$ cat src/rtl/fifo_pkg.sv
// ----------------------------------------------------------------------------
// fifo_pkg
// Shared definitions for the FIFO write-side arbiter:
//   arb_state_t   - arbiter FSM encoding (IDLE, GRANT)
//   DEFAULT_BURST - default maximum beats accepted per grant
// ----------------------------------------------------------------------------
package fifo_pkg;

    typedef enum logic [0:0] {
        IDLE  = 1'b0,
        GRANT = 1'b1
    } arb_state_t;

    localparam int DEFAULT_BURST = 4;

endpackage : fifo_pkg

$ cat src/rtl/rr_picker.sv
// ----------------------------------------------------------------------------
// rr_picker
// Combinational round-robin selector. It scans the request vector starting at
// ptr and wrapping modulo nreq. It returns the first set position.
// Ports:
//   req   [nreq-1:0]          request vector
//   ptr   [$clog2(nreq)-1:0]  position to start scanning from
//   found                     at least one request is set
//   index [$clog2(nreq)-1:0]  first requesting position at or after ptr
// ----------------------------------------------------------------------------
module rr_picker #(
    parameter int nreq = 4
) (
    input  logic [nreq-1:0]         req,
    input  logic [$clog2(nreq)-1:0] ptr,
    output logic                    found,
    output logic [$clog2(nreq)-1:0] index
);

    localparam int IW = $clog2(nreq);

    logic [IW-1:0] cand_s;

    // Scan from the farthest offset back towards ptr. The nearest requester is
    // therefore the last one written and wins.
    always_comb begin
        found  = 1'b0;
        index  = '0;
        cand_s = '0;
        for (int k = nreq - 1; k >= 0; k--) begin
            cand_s = IW'((int'(ptr) + k) % nreq);
            found  = found | req[cand_s];
            index  = req[cand_s] ? cand_s : index;
        end
    end

endmodule : rr_picker

$ cat src/rtl/fifo_wr_arbiter.sv
// ----------------------------------------------------------------------------
// fifo_wr_arbiter
// Round-robin arbiter that funnels nreq valid/ready requesters into a single
// FIFO write port. A grant accepts at most `burst` beats. A grant ends early
// when the grantee drops valid. Every grant is preceded by one IDLE cycle.
// Ports:
//   clk        FIFO write clock
//   rst        asynchronous active-high reset
//   req_valid  per-requester data valid
//   req_data   packed requester data, requester i at [i*width +: width]
//   req_ready  per-requester accept strobe (combinational)
//   full       FIFO full flag (registered in the write domain)
//   wen        FIFO write enable (registered)
//   wdata      FIFO write data (registered)
//   grant_id   index of the current or most recent grantee
//   busy       high while a grant is active
// ----------------------------------------------------------------------------
module fifo_wr_arbiter
    import fifo_pkg::*;
#(
    parameter int width = 8,
    parameter int nreq  = 4,
    parameter int burst = DEFAULT_BURST
) (
    input  logic                    clk,
    input  logic                    rst,
    input  logic [nreq-1:0]         req_valid,
    input  logic [nreq*width-1:0]   req_data,
    output logic [nreq-1:0]         req_ready,
    input  logic                    full,
    output logic                    wen,
    output logic [width-1:0]        wdata,
    output logic [$clog2(nreq)-1:0] grant_id,
    output logic                    busy
);

    localparam int IW = $clog2(nreq);
    localparam int BW = $clog2(burst) + 1;
    localparam logic [BW-1:0] LAST_BEAT = BW'(burst - 1);

    arb_state_t       state_r;
    logic [IW-1:0]    rr_ptr_r;
    logic [IW-1:0]    grant_id_r;
    logic [BW-1:0]    beat_cnt_r;
    logic             wen_r;
    logic [width-1:0] wdata_r;

    logic             pick_found_s;
    logic [IW-1:0]    pick_idx_s;
    logic             grant_valid_s;
    logic             accept_s;
    logic [IW-1:0]    next_ptr_s;
    logic [width-1:0] sel_data_s;
    logic [nreq-1:0]  ready_s;

    rr_picker #(
        .nreq (nreq)
    ) u_rr_picker (
        .req   (req_valid),
        .ptr   (rr_ptr_r),
        .found (pick_found_s),
        .index (pick_idx_s)
    );

    assign grant_valid_s = req_valid[grant_id_r];
    // full only stalls the grant. A valid drop is still seen, so it can end the grant.
    assign accept_s      = (state_r == GRANT) & grant_valid_s & ~full;
    assign next_ptr_s    = (grant_id_r == IW'(nreq - 1)) ? '0 : grant_id_r + IW'(1);

    // Data mux for the current grantee.
    always_comb begin
        sel_data_s = '0;
        for (int i = 0; i < nreq; i++) begin
            sel_data_s = (grant_id_r == IW'(i)) ? req_data[i*width +: width] : sel_data_s;
        end
    end

    // Ready is one-hot on the grantee. It is held low while the FIFO is full.
    always_comb begin
        ready_s = '0;
        for (int i = 0; i < nreq; i++) begin
            ready_s[i] = (state_r == GRANT) & ~full & (grant_id_r == IW'(i));
        end
    end

    // Arbitration FSM, burst accounting and the registered FIFO write port.
    always_ff @(posedge clk or posedge rst) begin
        if (rst) begin
            state_r    <= IDLE;
            rr_ptr_r   <= '0;
            grant_id_r <= '0;
            beat_cnt_r <= '0;
            wen_r      <= 1'b0;
            wdata_r    <= '0;
        end else begin
            wen_r <= accept_s;
            if (accept_s) begin
                wdata_r <= sel_data_s;
            end
            case (state_r)
                IDLE: begin
                    if (pick_found_s) begin
                        grant_id_r <= pick_idx_s;
                        beat_cnt_r <= '0;
                        state_r    <= GRANT;
                    end
                end
                GRANT: begin
                    if (!grant_valid_s) begin
                        state_r  <= IDLE;
                        rr_ptr_r <= next_ptr_s;
                    end else if (accept_s) begin
                        beat_cnt_r <= beat_cnt_r + BW'(1);
                        if (beat_cnt_r == LAST_BEAT) begin
                            state_r  <= IDLE;
                            rr_ptr_r <= next_ptr_s;
                        end
                    end
                end
                default: begin
                    state_r <= IDLE;
                end
            endcase
        end
    end

    assign req_ready = ready_s;
    assign wen       = wen_r;
    assign wdata     = wdata_r;
    assign grant_id  = grant_id_r;
    assign busy      = (state_r == GRANT);

endmodule : fifo_wr_arbiter

$ cat config.mk
export PLATFORM = sky130hd
export DESIGN_NAME = fifo_wr_arbiter
export DESIGN_NICKNAME = d
export VERILOG_FILES = /design/src/rtl/fifo_pkg.sv /design/src/rtl/rr_picker.sv /design/src/rtl/fifo_wr_arbiter.sv
export SDC_FILE = /design/constraint.sdc
export NUM_CORES = 1
export LEC_CHECK = 0
export ABC_AREA = 1
export CORE_ASPECT_RATIO = 2
export CORE_MARGIN = 4
export CORE_UTILIZATION = 38
export CTS_CLUSTER_SIZE = 40
export DETAILED_ROUTE_END_ITERATION = 12
export GPL_ROUTABILITY_DRIVEN = 0
export GPL_TIMING_DRIVEN = 0
export MAX_ROUTING_LAYER = met4
export PLACE_DENSITY = 0.76
export SLEW_MARGIN = 20
export SYNTH_ARGS = -nofsm -noshare
export SYNTH_HDL_FRONTEND = slang
export SYNTH_SLANG_ARGS = --single-unit
$ cat constraint.sdc
create_clock -name clk -period 1.5 [get_ports clk]
set_input_delay 0.3 -clock clk [delete_from_list [all_inputs] [get_ports clk]]
set_output_delay 0.3 -clock clk [all_outputs]
set_load 0.05 [all_outputs]
==> results of run 1 <==
[cells by family (layout without fill, tap and decap cells)]
kind of cell	after synthesis	count (layout)	share of synthesized area, %
AOI/OAI and AO/OA	42	42	20.9
buffers and inverters	25	109	8.76
adders and majority gates	6	6	5.97
DFF	17	17	33.8
and+or+nand+nor	86	86	30.5
[worst reg2reg max path, cell delays in order (launching register included)]
cell and delay (ns):
sky130_fd_sc_hd__dfrtp_2 0.44, sky130_fd_sc_hd__inv_4 0.07, sky130_fd_sc_hd__buf_4 0.14, sky130_fd_sc_hd__buf_4 0.13
sky130_fd_sc_hd__buf_4 0.13, sky130_fd_sc_hd__buf_4 0.12, sky130_fd_sc_hd__buf_4 0.12, sky130_fd_sc_hd__buf_4 0.12
sky130_fd_sc_hd__buf_4 0.12, sky130_fd_sc_hd__nand4_1 0.09, sky130_fd_sc_hd__o21ai_1 0.08
[worst max path at each step]
stage,start,slack [ns],depth (start not counted),end
floorplan,grant_id[0],-0.1,5,req_ready[2]
detailed placement,grant_id[0],-0.70,6,req_ready[2]
global route,grant_id[0],-0.24,8,wdata[7]
finish,grant_id[0],-0.18,6,req_ready[0]
global placement,grant_id[0],-0.69,6,req_ready[2]
CTS,grant_id[0],-0.20,6,req_ready[2]
[area by class of cell]
type | instances | share of cell area, %
buffer | 5 | 2.29
clock buffer | 3 | 1.72
clock inverter | 1 | 0.209
inverter | 19 | 4.64
multi-input combinational | 134 | 40.0
sequential | 17 | 17.9
tap | 31 | 1.62
timing repair buffer | 81 | 31.6
[power breakdown]
part           switching (mW)  internal [mW]  total, mW
clock                   0.165          0.185      0.349
sequential              0.187          0.684      0.872
combinational            2.49           1.71       4.20
total                    2.84           2.58       5.42
[per-layer routing]
layer / vias to the layer above / track usage [%] / routed length (um)
met5: - / - / 0
met4: 0 / 7.35 / 70
met3: 7 / 5.68 / 210
met2: 40 / 38.8 / 2910
met1: 721 / 19.7 / 1690
li1: 746 / - / -
[cells in the mapped netlist]
library cell,number
sky130_fd_sc_hd__nand2_1,52
sky130_fd_sc_hd__a21oi_1,18
sky130_fd_sc_hd__dfrtp_1,17
sky130_fd_sc_hd__inv_1,12
sky130_fd_sc_hd__nand2_2,9
sky130_fd_sc_hd__nand3_1,9
sky130_fd_sc_hd__nor2_1,9
sky130_fd_sc_hd__a2bb2oi_1,8
sky130_fd_sc_hd__o211ai_1,8
sky130_fd_sc_hd__ha_1,6
sky130_fd_sc_hd__o21ai_0,6
sky130_fd_sc_hd__inv_2,4
sky130_fd_sc_hd__buf_2,3
sky130_fd_sc_hd__clkbuf_1,2
sky130_fd_sc_hd__clkinv_1,2
sky130_fd_sc_hd__nand2_4,2
sky130_fd_sc_hd__nor2_2,2
sky130_fd_sc_hd__a21boi_1,1
sky130_fd_sc_hd__and2_1,1
sky130_fd_sc_hd__buf_6,1
sky130_fd_sc_hd__inv_6,1
sky130_fd_sc_hd__nand4_1,1
sky130_fd_sc_hd__o21ai_1,1
sky130_fd_sc_hd__or2_2,1
[registers in the layout, summed over array words and instances, names as in the netlist]
name        count
beat_cnt_r      3
wen             1
busy            1
rr_ptr_r        2
wdata           8
grant_id        2
[cell usage in the layout (no fill, tap or decap), types with 7 or more instances in the layout]
master / n
sky130_fd_sc_hd__a21oi_1: 9
sky130_fd_sc_hd__buf_4: 24
sky130_fd_sc_hd__clkdlybuf4s50_1: 38
sky130_fd_sc_hd__dfrtp_1: 14
sky130_fd_sc_hd__dlygate4sd2_1: 7
sky130_fd_sc_hd__inv_1: 8
sky130_fd_sc_hd__inv_2: 7
sky130_fd_sc_hd__nand2_1: 39
sky130_fd_sc_hd__nand2_2: 15
sky130_fd_sc_hd__nand2_4: 9
sky130_fd_sc_hd__nor2_4: 7
sky130_fd_sc_hd__o211ai_1: 8
[what timing repair did]
item,4_1_cts,5_1_grt
buffers inserted,19,6
gates cloned,1,1
hold buffers,0,0
setup endpoints to repair,28,22
endpoints found under the hold margin,0,0
pin swaps,8,22
resized for setup,77,46
==> impl_results.rst, run 1 <==
.. list-table::
   :header-rows: 1

   * - Metric
     - Value
   * - Crit Reg-Reg Endpoint
     - rr_ptr_r[0]
   * - Clk pin slew, worst setup/hold paths
     - 0.07 ns
   * - Normalized max-slew margin
     - 56.4%
   * - Slowest stage delay, CP
     - 0.46 ns
   * - Sum of negative setup slack
     - -1.62 ns
   * - Cell chain of the critical path
     - inv_4 -> buf_6 -> ha_2 -> inv_2 -> nor2_4 -> buf_8
   * - DRT iter0 DRCs
     - 29
   * - Number of slew-limit violations in the final report
     - 0
   * - Number of sinks on the clock net
     - 17
   * - Smallest hold slack
     - 0.427 ns
   * - Post-DRT Antenna Nets
     - 0
   * - Port Buffers
     - 54
   * - Overflow after GRT
     - 0
   * - Standard cell area after detailed placement
     - 0.00190 mm2
   * - Number of setup violations in the final report
     - 17
   * - Seq. cell area
     - 429 um2
   * - Starting density of the core
     - 39.4%
   * - Layout Area Growth over Synthesis
     - 90.8%
   * - Violations in the final reports
     - setup timing
   * - Cell area after synthesis
     - 0.00126 mm2
   * - Final-layout fill cell count
     - 227
   * - Number of antenna repair diodes
     - 0
   * - Core footprint
     - 0.00319 mm2
   * - Sequential fraction of the synthesis area
     - 33.8%
   * - Synthesized area per cell
     - 7.14 um2
   * - Fraction of final layout cells with drive strength greater than 1
     - 42.7%
   * - Fin Clk Skew
     - 0.00843 ns
   * - Number of remaining DRC errors
     - 0
   * - All-layer global routing usage
     - 20.6%
   * - Startpoint of the worst-slack reg-to-reg timing path
     - grant_id[0]
   * - Overall die width
     - 48.7 um
   * - Worst R2R Path Depth
     - 10
   * - Die Outline Area
     - 0.00435 mm2
   * - Critical path peak fanout
     - 5
   * - Total leakage power
     - 1.10 nW
   * - Post-Syn Nets
     - 221
   * - Global-route wire length before repair
     - 6910 um
   * - Slew at the pin with the worst max-slew slack
     - 0.653 ns
   * - Cell with the biggest individual delay on the critical path
     - sky130_fd_sc_hd__dfrtp_2
   * - Total wirelength of the detailed-routed design
     - 4880 um
   * - Pwr per Cell Area
     - 2260 mW/mm2
   * - Maximum operating frequency
     - 0.596 GHz
   * - Worst slack, placed
     - -0.700 ns
   * - Antenna violations before repair
     - 0
   * - Maximum root-to-sink buffer count
     - 2
   * - CTS Buf Count
     - 3
   * - Part of the cycle the worst path needs
     - 112%
   * - Cell count after synthesis
     - 176
   * - Register-to-register setup slack
     - -0.17 ns
   * - Detailed-route vias per instance
     - 5.20
   * - Count of standard-cell rows
     - 29
   * - Deepest level of the CTS H-tree
     - 1
   * - Total design power
     - 5.42 mW
   * - Number of vias after detailed routing
     - 1514
   * - WP buf/inv
     - 4
   * - Crit. End Element
     - output pin
   * - Insertion delay of the later-clocked pin in the worst-skew pair
     - 0.26 ns
   * - Placed Instances
     - 261
   * - HP Class
     - input port to async pin
   * - Clock root buffer
     - sky130_fd_sc_hd__clkbuf_8
   * - Required @ worst endpoint
     - 1.20 ns
   * - Number of top-level design ports
     - 55
   * - Dpl hpwl
     - 3060 um
   * - Critical path startpoint category
     - register
   * - Unrepaired setup endpoints after global routing
     - yes
   * - Post-route insts no fill
     - 291
   * - Footprint of the multi-input gates
     - 960 um2
   * - Post-route worst setup slack
     - -0.177 ns
   * - Status
     - complete, but fails checks
   * - Detailed-route wire length per cell
     - 16.8 um
   * - Post-route standard cell area excluding fillers
     - 0.00240 mm2
   * - Die outline height
     - 89.4 um
   * - Max rail drop VDD
     - 1570 uV
   * - Clock tree from TritonCTS
     - yes
   * - Post-synth top area cell
     - sky130_fd_sc_hd__dfrtp_1
   * - Post-synth cell types
     - 24
   * - CP Data Arrival Time
     - 1.38 ns
   * - Cell types occupying the most area after synthesis
     - sky130_fd_sc_hd__dfrtp_1, sky130_fd_sc_hd__nand2_1, sky130_fd_sc_hd__a21oi_1
   * - Number of global-route vias before repair
     - 1485
   * - Number of nets in the layout
     - 306
   * - Number of maximum-capacitance violations
     - 0
   * - Area share of the largest cell type after synthesis
     - 33.8%
   * - Top delay family on crit path
     - flip-flops
   * - Flop and latch count out of synthesis
     - 17
   * - Type of the worst setup path
     - register to output pin
   * - Maximum number of pins on one net before global-route repair
     - 18
   * - Final cell utilization of the core
     - 75.2%
   * - Yosys synthesis warning count
     - 0
   * - Number of hold violations in the final report
     - 0
   * - DR pass1 iterations
     - 4
   * - Final worst path period need
     - 1.68 ns
Note: power is estimated with default switching activity, not from simulation.
==> run 2: changes to the inputs <==
- MAX_ROUTING_LAYER: met4 -> default
==> impl_results.rst, run 2 (synthesized netlist as in run 1, its figures left out) <==
.. list-table::
   :header-rows: 1

   * - Metric
     - Value
   * - Top delay family on crit path
     - flip-flops
   * - Flip-flop count of the largest register after layout
     - 8 (unchanged)
   * - Seq. cell area
     - 429 um2 (unchanged)
   * - All-layer global routing usage
     - 20.0% (-0.60 points)
   * - Slew at the pin with the worst max-slew slack
     - 0.653 ns (unchanged)
   * - Most common cell after layout, fill and taps aside
     - sky130_fd_sc_hd__nand2_1
   * - Overflow after GRT
     - 0 (unchanged)
   * - Total wirelength of the detailed-routed design
     - 4890 um (+0.10%)
   * - Number of vias after detailed routing
     - 1516 (+0.13%)
   * - WP buf/inv
     - 4 (unchanged)
   * - Clock root buffer
     - sky130_fd_sc_hd__clkbuf_8
   * - Number of setup violations in the final report
     - 17 (unchanged)
   * - Worst R2R Path Depth
     - 10 (unchanged)
   * - Maximum root-to-sink buffer count
     - 2 (unchanged)
   * - Die Outline Area
     - 0.00435 mm2 (unchanged)
   * - Cell chain of the critical path
     - inv_4 -> buf_6 -> ha_2 -> inv_2 -> nor2_4 -> buf_8
   * - Final-layout fill cell count
     - 227 (unchanged)
   * - Maximum operating frequency
     - 0.596 GHz (about the same)
   * - Post-route insts no fill
     - 291 (unchanged)
   * - Standard cell area after detailed placement
     - 0.00190 mm2 (unchanged)
   * - Number of top-level design ports
     - 55 (unchanged)
   * - Number of antenna repair diodes
     - 0 (unchanged)
   * - Starting density of the core
     - 39.4% (unchanged)
   * - Number of sinks on the clock net
     - 17 (unchanged)
   * - Post-route standard cell area excluding fillers
     - 0.00240 mm2 (unchanged)
   * - Maximum number of pins on one net before global-route repair
     - 18 (unchanged)
   * - DRT iter0 DRCs
     - 31 (+6.9%)
   * - DR pass1 iterations
     - 4 (unchanged)
   * - CTS Buf Count
     - 3 (unchanged)
   * - Insertion delay of the later-clocked pin in the worst-skew pair
     - 0.26 ns (about the same)
   * - Pwr per Cell Area
     - 2260 mW/mm2 (about the same)
   * - Smallest hold slack
     - 0.427 ns (-0.0000170 ns)
   * - Number of global-route vias before repair
     - 1488 (+0.20%)
   * - Number of slew-limit violations in the final report
     - 0 (unchanged)
   * - HP Class
     - input port to async pin
   * - Overall die width
     - 48.7 um (unchanged)
   * - Worst slack, placed
     - -0.700 ns (unchanged)
   * - Type of the worst setup path
     - register to output pin
   * - Antenna violations before repair
     - 0 (unchanged)
   * - Status
     - complete, but fails checks
   * - Post-DRT Antenna Nets
     - 0 (unchanged)
   * - Number of maximum-capacitance violations
     - 0 (unchanged)
   * - Crit Reg-Reg Endpoint
     - rr_ptr_r[0]
   * - Normalized max-slew margin
     - 56.4% (unchanged)
   * - Number of hold violations in the final report
     - 0 (unchanged)
   * - Detailed-route vias per instance
     - 5.21 (+0.13%)
   * - Global-route wire length before repair
     - 6910 um (unchanged)
   * - Startpoint of the worst-slack reg-to-reg timing path
     - grant_id[0]
   * - Fraction of final layout cells with drive strength greater than 1
     - 42.7% (unchanged)
   * - Clock tree from TritonCTS
     - yes
   * - Footprint of the multi-input gates
     - 960 um2 (unchanged)
   * - Violations in the final reports
     - setup timing
   * - Placed Instances
     - 261 (unchanged)
   * - Deepest level of the CTS H-tree
     - 1 (unchanged)
   * - CP Data Arrival Time
     - 1.38 ns (about the same)
   * - Critical path peak fanout
     - 5 (unchanged)
   * - Sum of negative setup slack
     - -1.61 ns (+0.00225 ns)
   * - Total leakage power
     - 1.10 nW (unchanged)
   * - Slowest stage delay, CP
     - 0.46 ns (about the same)
   * - Unrepaired setup endpoints after global routing
     - yes
   * - Critical path startpoint category
     - register
   * - Port Buffers
     - 54 (unchanged)
   * - Fin Clk Skew
     - 0.00843 ns (+0.0000000300 ns)
   * - Crit. End Element
     - output pin
   * - Detailed-route wire length per cell
     - 16.8 um (+0.10%)
   * - Core footprint
     - 0.00319 mm2 (unchanged)
   * - Die outline height
     - 89.4 um (unchanged)
   * - Final worst path period need
     - 1.68 ns (+0.0000170 ns)
   * - Number of nets in the layout
     - 306 (unchanged)
   * - Cell with the biggest individual delay on the critical path
     - sky130_fd_sc_hd__dfrtp_2
   * - Dpl hpwl
     - 3060 um (unchanged)
   * - Register-to-register setup slack
     - -0.17 ns (about the same)
   * - Most used cells in the layout excluding fill and tap cells
     - sky130_fd_sc_hd__nand2_1, sky130_fd_sc_hd__clkdlybuf4s50_1, sky130_fd_sc_hd__buf_4, sky130_fd_sc_hd__nand2_2, sky130_fd_sc_hd__dfrtp_1
   * - Part of the cycle the worst path needs
     - 112% (about the same)
   * - Count of standard-cell rows
     - 29 (unchanged)
   * - Max rail drop VDD
     - 1570 uV (about the same)
   * - Post-route worst setup slack
     - -0.177 ns (-0.0000170 ns)
   * - Number of remaining DRC errors
     - 0 (unchanged)
   * - Required @ worst endpoint
     - 1.20 ns (about the same)
   * - Clk pin slew, worst setup/hold paths
     - 0.07 ns (about the same)
   * - Layout Area Growth over Synthesis
     - 90.8% (unchanged)
==> run 2: area by class of cell <==
type                    count  share of cell area (%)
multi-input cells         134                    40.0
repair buffers             81                    31.6
flip-flops and latches     17                    17.9
inverters                  19                    4.64
plain buffers               5                    2.29
clock buffers               3                    1.72
well taps                  31                    1.62
clock inverters             1                   0.209
==> run 2: how the worst max path moves through the flow <==
stage / from / endpoint / slack, ns / cells past startpoint
6_report: grant_id[0] / req_ready[0] / -0.18 / 6
5_1_grt: grant_id[0] / wdata[7] / -0.24 / 8
4_1_cts: grant_id[0] / req_ready[2] / -0.20 / 6
3_5_place_dp: grant_id[0] / req_ready[2] / -0.70 / 6
3_3_place_gp: grant_id[0] / req_ready[2] / -0.69 / 6
2_1_floorplan: grant_id[0] / req_ready[2] / -0.1 / 5
==> run 2: where the power goes <==
group          leakage (nW)  total (mW)  switching, mW  internal (mW)
clock                0.0255       0.349          0.165          0.185
sequential            0.201       0.872          0.187          0.684
combinational         0.873        4.20           2.49           1.71
total                  1.10        5.42           2.84           2.58
==> run 2: per-layer routing <==
metal  global-route usage, %  wire length [um]  vias to the layer above  share of wire [%]
met5                       0                 0                        -                  0
met3                    5.68               208                        7                4.3
met4                    7.35                70                        0                1.4
met2                    38.8              2920                       40                 60
met1                    19.7              1690                      723                 35
li1                        -                 -                      746                  -
==> run 2: worst reg2reg max path, stage by stage, from the launching register on <==
cell                      delay (ns)
sky130_fd_sc_hd__dfrtp_2        0.44
sky130_fd_sc_hd__inv_4          0.07
sky130_fd_sc_hd__buf_4          0.14
sky130_fd_sc_hd__buf_4          0.13
sky130_fd_sc_hd__buf_4          0.13
sky130_fd_sc_hd__buf_4          0.12
sky130_fd_sc_hd__buf_4          0.12
sky130_fd_sc_hd__buf_4          0.12
sky130_fd_sc_hd__buf_4          0.12
sky130_fd_sc_hd__nand4_1        0.09
sky130_fd_sc_hd__o21ai_1        0.08
==> run 2: metrics by stage <==
stage	power, mW	util (%)
floorplan	3.10	-
global placement	3.90	59.6
detailed placement	3.94	59.6
CTS	4.72	68.7
global route	5.79	75.2
finish	5.42	75.2
==> run 2: timing repair <==
item                       CTS  global route
setup endpoints to repair   28            22
setup buffers               19             6
resized for setup           77            46
gates cloned                 1             1
hold buffers                 0             0
pin swaps                    8            22
==> run 3: changes to the inputs <==
- ABC_AREA: 1 -> default
- CORE_UTILIZATION: 38 -> 36
- PLACE_DENSITY: 0.76 -> 0.75
- REMOVE_ABC_BUFFERS: default -> 1
==> impl_results.rst, run 3 <==
.. list-table::
   :header-rows: 1

   * - Metric
     - Value
   * - Deepest level of the CTS H-tree
     - 1 (unchanged)
   * - Seq. cell area
     - 429 um2 (unchanged)
   * - Yosys synthesis warning count
     - 0 (unchanged)
   * - Unrepaired setup endpoints after global routing
     - yes
   * - Synthesized area per cell
     - 8.53 um2 (+19%)
   * - Dpl hpwl
     - 2590 um (-16%)
   * - Post-synth top area cell
     - sky130_fd_sc_hd__dfrtp_1
   * - DR pass1 iterations
     - 4 (unchanged)
   * - DRT iter0 DRCs
     - 20 (-35%)
   * - Clk pin slew, worst setup/hold paths
     - 0.08 ns (about the same)
   * - Type of the worst setup path
     - register to register
   * - Count of standard-cell rows
     - 28 (-3.4%)
   * - Number of hold violations in the final report
     - 0 (unchanged)
   * - Number of maximum-capacitance violations
     - 0 (unchanged)
   * - Post-synth cell types
     - 33 (+38%)
   * - Pwr per Cell Area
     - 2030 mW/mm2 (-10%)
   * - Status
     - complete, but fails checks
   * - Xor/xnor cell area share of the yosys netlist
     - 0.761% (+0.76 points)
   * - Worst slack, placed
     - -1.07 ns (-0.369 ns)
   * - Required @ worst endpoint
     - 1.64 ns (+0.44 ns)
   * - Max rail drop VDD
     - 1100 uV (-30%)
   * - Maximum number of pins on one net before global-route repair
     - 19 (+1)
   * - Fraction of synthesized area in multiplexers
     - 7.93% (+7.9 points)
   * - Most instantiated flip-flop cell in the synthesis netlist
     - sky130_fd_sc_hd__dfrtp_1
   * - All-layer global routing usage
     - 19.2% (-0.85 points)
   * - Simple logic cell fraction of the synthesized area
     - 15.5% (-15 points)
   * - Fraction of final layout cells with drive strength greater than 1
     - 34.8% (-7.9 points)
   * - Number of vias after detailed routing
     - 1326 (-13%)
   * - Die outline height
     - 88.0 um (-1.5%)
   * - Overall die width
     - 48.0 um (-1.4%)
   * - Total leakage power
     - 0.956 nW (-13%)
   * - Crit Reg-Reg Endpoint
     - rr_ptr_r[1]
   * - Number of antenna repair diodes
     - 0 (unchanged)
   * - Post-route worst setup slack
     - -0.199 ns (-0.0218 ns)
   * - Overflow after GRT
     - 0 (unchanged)
   * - Cell count after synthesis
     - 135 (-23%)
   * - HP Class
     - input port to async pin
   * - Cell with the biggest individual delay on the critical path
     - sky130_fd_sc_hd__mux4_2
   * - Number of top-level design ports
     - 55 (unchanged)
   * - Clock root buffer
     - sky130_fd_sc_hd__clkbuf_8
   * - Area share of the largest cell type after synthesis
     - 37.0% (+3.1 points)
   * - CTS Buf Count
     - 3 (unchanged)
   * - Insertion delay of the later-clocked pin in the worst-skew pair
     - 0.26 ns (about the same)
   * - Post-synth EDFFs
     - 0 (unchanged)
   * - Maximum operating frequency
     - 0.589 GHz (-1.3%)
   * - Maximum root-to-sink buffer count
     - 2 (unchanged)
   * - Number of sinks on the clock net
     - 17 (unchanged)
   * - Fin Clk Skew
     - 0.0106 ns (+0.00220 ns)
   * - Core footprint
     - 0.00301 mm2 (-5.6%)
   * - Cell with the most instances after synthesis
     - sky130_fd_sc_hd__a21oi_1
   * - Register-to-register setup slack
     - -0.20 ns (-0.03 ns)
   * - Placed Instances
     - 211 (-19%)
   * - Post-route standard cell area excluding fillers
     - 0.00211 mm2 (-12%)
   * - Final worst path period need
     - 1.70 ns (+0.0218 ns)
   * - Worst R2R Path Depth
     - 3 (-7)
   * - Sequential fraction of the synthesis area
     - 37.0% (+3.1 points)
   * - Part of the cycle the worst path needs
     - 113% (+1.5 points)
   * - Layout Area Growth over Synthesis
     - 83.3%
   * - Dominant combinational cell family by area after synthesis
     - compound AO/OA/AOI/OAI gates
   * - Cell types occupying the most area after synthesis
     - sky130_fd_sc_hd__dfrtp_1, sky130_fd_sc_hd__a21oi_1, sky130_fd_sc_hd__ha_1
   * - Final-layout fill cell count
     - 235 (+3.5%)
   * - Slowest stage delay, CP
     - 0.60 ns (+0.14 ns)
   * - Post-route insts no fill
     - 240 (-18%)
   * - Post-DRT Antenna Nets
     - 0 (unchanged)
   * - FFs w/ async S/R, synth
     - 100% (unchanged)
   * - Critical path startpoint category
     - register
   * - Detailed-route vias per instance
     - 5.53 (+6.1%)
   * - CP Data Arrival Time
     - 1.84 ns (+0.46 ns)
   * - Number of remaining DRC errors
     - 0 (unchanged)
   * - Number of slew-limit violations in the final report
     - 0 (unchanged)
   * - Flop and latch count out of synthesis
     - 17 (unchanged)
   * - Number of nets in the layout
     - 256 (-16%)
   * - Detailed-route wire length per cell
     - 16.2 um (-3.4%)
   * - Crit. End Element
     - register
   * - Total wirelength of the detailed-routed design
     - 3890 um (-20%)
   * - Most instantiated cells after synthesis
     - sky130_fd_sc_hd__a21oi_1, sky130_fd_sc_hd__dfrtp_1, sky130_fd_sc_hd__nand2_1
   * - Slew at the pin with the worst max-slew slack
     - 0.676 ns (+0.0226 ns)
   * - Critical path peak fanout
     - 5 (unchanged)
   * - Starting density of the core
     - 38.2% (-1.2 points)
   * - Clock tree from TritonCTS
     - yes
   * - Footprint of the multi-input gates
     - 815 um2 (-15%)
   * - Port Buffers
     - 54 (unchanged)
   * - Most used cells in the layout excluding fill and tap cells
     - sky130_fd_sc_hd__clkdlybuf4s50_1, sky130_fd_sc_hd__buf_4, sky130_fd_sc_hd__a21oi_1, sky130_fd_sc_hd__dfrtp_1
   * - Flip-flop count of the largest register after layout
     - 8 (unchanged)
   * - Most common cell after layout, fill and taps aside
     - sky130_fd_sc_hd__clkdlybuf4s50_1
   * - Number of setup violations in the final report
     - 18 (+1)
   * - Violations in the final reports
     - setup timing
   * - Smallest hold slack
     - 0.438 ns (+0.0114 ns)
   * - Normalized max-slew margin
     - 54.9% (-1.5 points)
   * - Standard cell area after detailed placement
     - 0.00169 mm2 (-11%)
   * - Antenna violations before repair
     - 0 (unchanged)
   * - Startpoint of the worst-slack reg-to-reg timing path
     - grant_id[1]
   * - CTS hold repair buffers
     - 0 (unchanged)
   * - Complex-gate fraction of the synthesized area
     - 24.7% (+3.8 points)
   * - Global-route wire length before repair
     - 5840 um (-15%)
   * - Cell chain of the critical path
     - mux4_2 -> a21boi_2 -> mux2_4
   * - Number of global-route vias before repair
     - 1316 (-12%)
   * - Cell area after synthesis
     - 0.00115 mm2 (-8.5%)
   * - Synth Area in Adders
     - 6.52% (+0.55 points)
   * - Die Outline Area
     - 0.00422 mm2 (-2.9%)
-- run 3: cell count changes after synthesis, moves of 3 or more --
cell / change
sky130_fd_sc_hd__inv_2: -3
sky130_fd_sc_hd__a2bb2oi_1: -8
sky130_fd_sc_hd__nand2_2: -8
sky130_fd_sc_hd__a221oi_1: +4
sky130_fd_sc_hd__o211ai_1: -8
sky130_fd_sc_hd__clkbuf_1: +4
sky130_fd_sc_hd__a22oi_1: +4
sky130_fd_sc_hd__nand3_1: -6
sky130_fd_sc_hd__a221o_1: +4
sky130_fd_sc_hd__nand2_1: -36
sky130_fd_sc_hd__o21ai_1: +4
sky130_fd_sc_hd__and2_1: +3
-- run 3: timing repair --
| action | in CTS | in global routing |
|---|---|---|
| resized for setup | 91 | 14 |
| cloned | 1 | 0 |
| buffers inserted | 16 | 8 |
| pin swaps | 13 | 5 |
| setup endpoints to repair | 32 | 18 |
-- run 3: layout make-up --
| class | count | share of cell area, % |
|---|---|---|
| clock buffers | 3 | 1.96 |
| clock inverters | 1 | 0.237 |
| inverters | 14 | 2.61 |
| multi-input cells | 97 | 38.6 |
| flip-flops and latches | 17 | 20.3 |
| well taps | 30 | 1.78 |
| repair buffers | 78 | 34.5 |
-- run 3: layer usage --
metal  vias to the layer above  global-route usage (%)  share of wire [%]
met5                         -                       0                  0
met4                         0                    8.09                2.5
met3                         9                    2.06                6.3
met2                        61                    36.1                 59
met1                       633                    19.4                 33
li1                        623                       -                  -
-- run 3: power by group --
group,switching [mW],internal [mW]
combinational,1.73,1.33
clock,0.164,0.184
sequential,0.216,0.667
-- run 3: metrics by stage --
step | util (%) | power, mW | setup TNS [ns]
after global placement | 56.2 | 2.99 | -11.26
final | 70.0 | 4.29 | -2.35
after detailed placement | 56.2 | 3.06 | -11.80
after floorplan | - | 2.35 | -7.30
after CTS | 66.5 | 3.99 | -2.35
after global routing | 70.0 | 4.54 | -3.06
-- run 3: cell families after synthesis --
kind of cell | after synthesis
xor+xnor | 1
buf+inv | 22
flops | 17
compound gates | 45
mux | 6
simple gates | 38
fa+ha+maj | 6
-- run 3: worst max path at each step --
stage / from / end / slack (ns) / cells after the start
finish: grant_id[1] / rr_ptr_r[1] / -0.20 / 3
CTS: grant_id[1] / beat_cnt_r[2] / -0.20 / 4
global placement: full / req_ready[2] / -1.02 / 4
global route: grant_id[1] / rr_ptr_r[1] / -0.22 / 3
floorplan: grant_id[1] / req_ready[3] / -0.51 / 2
detailed placement: full / req_ready[0] / -1.07 / 4
-- run 3: critical path, delay by kind of cell, from the launching register on --
kind | cells | cell delay (ns)
muxes | 2 | 0.92
AOI/OAI and AO/OA | 1 | 0.21
DFF | 1 | 0.45
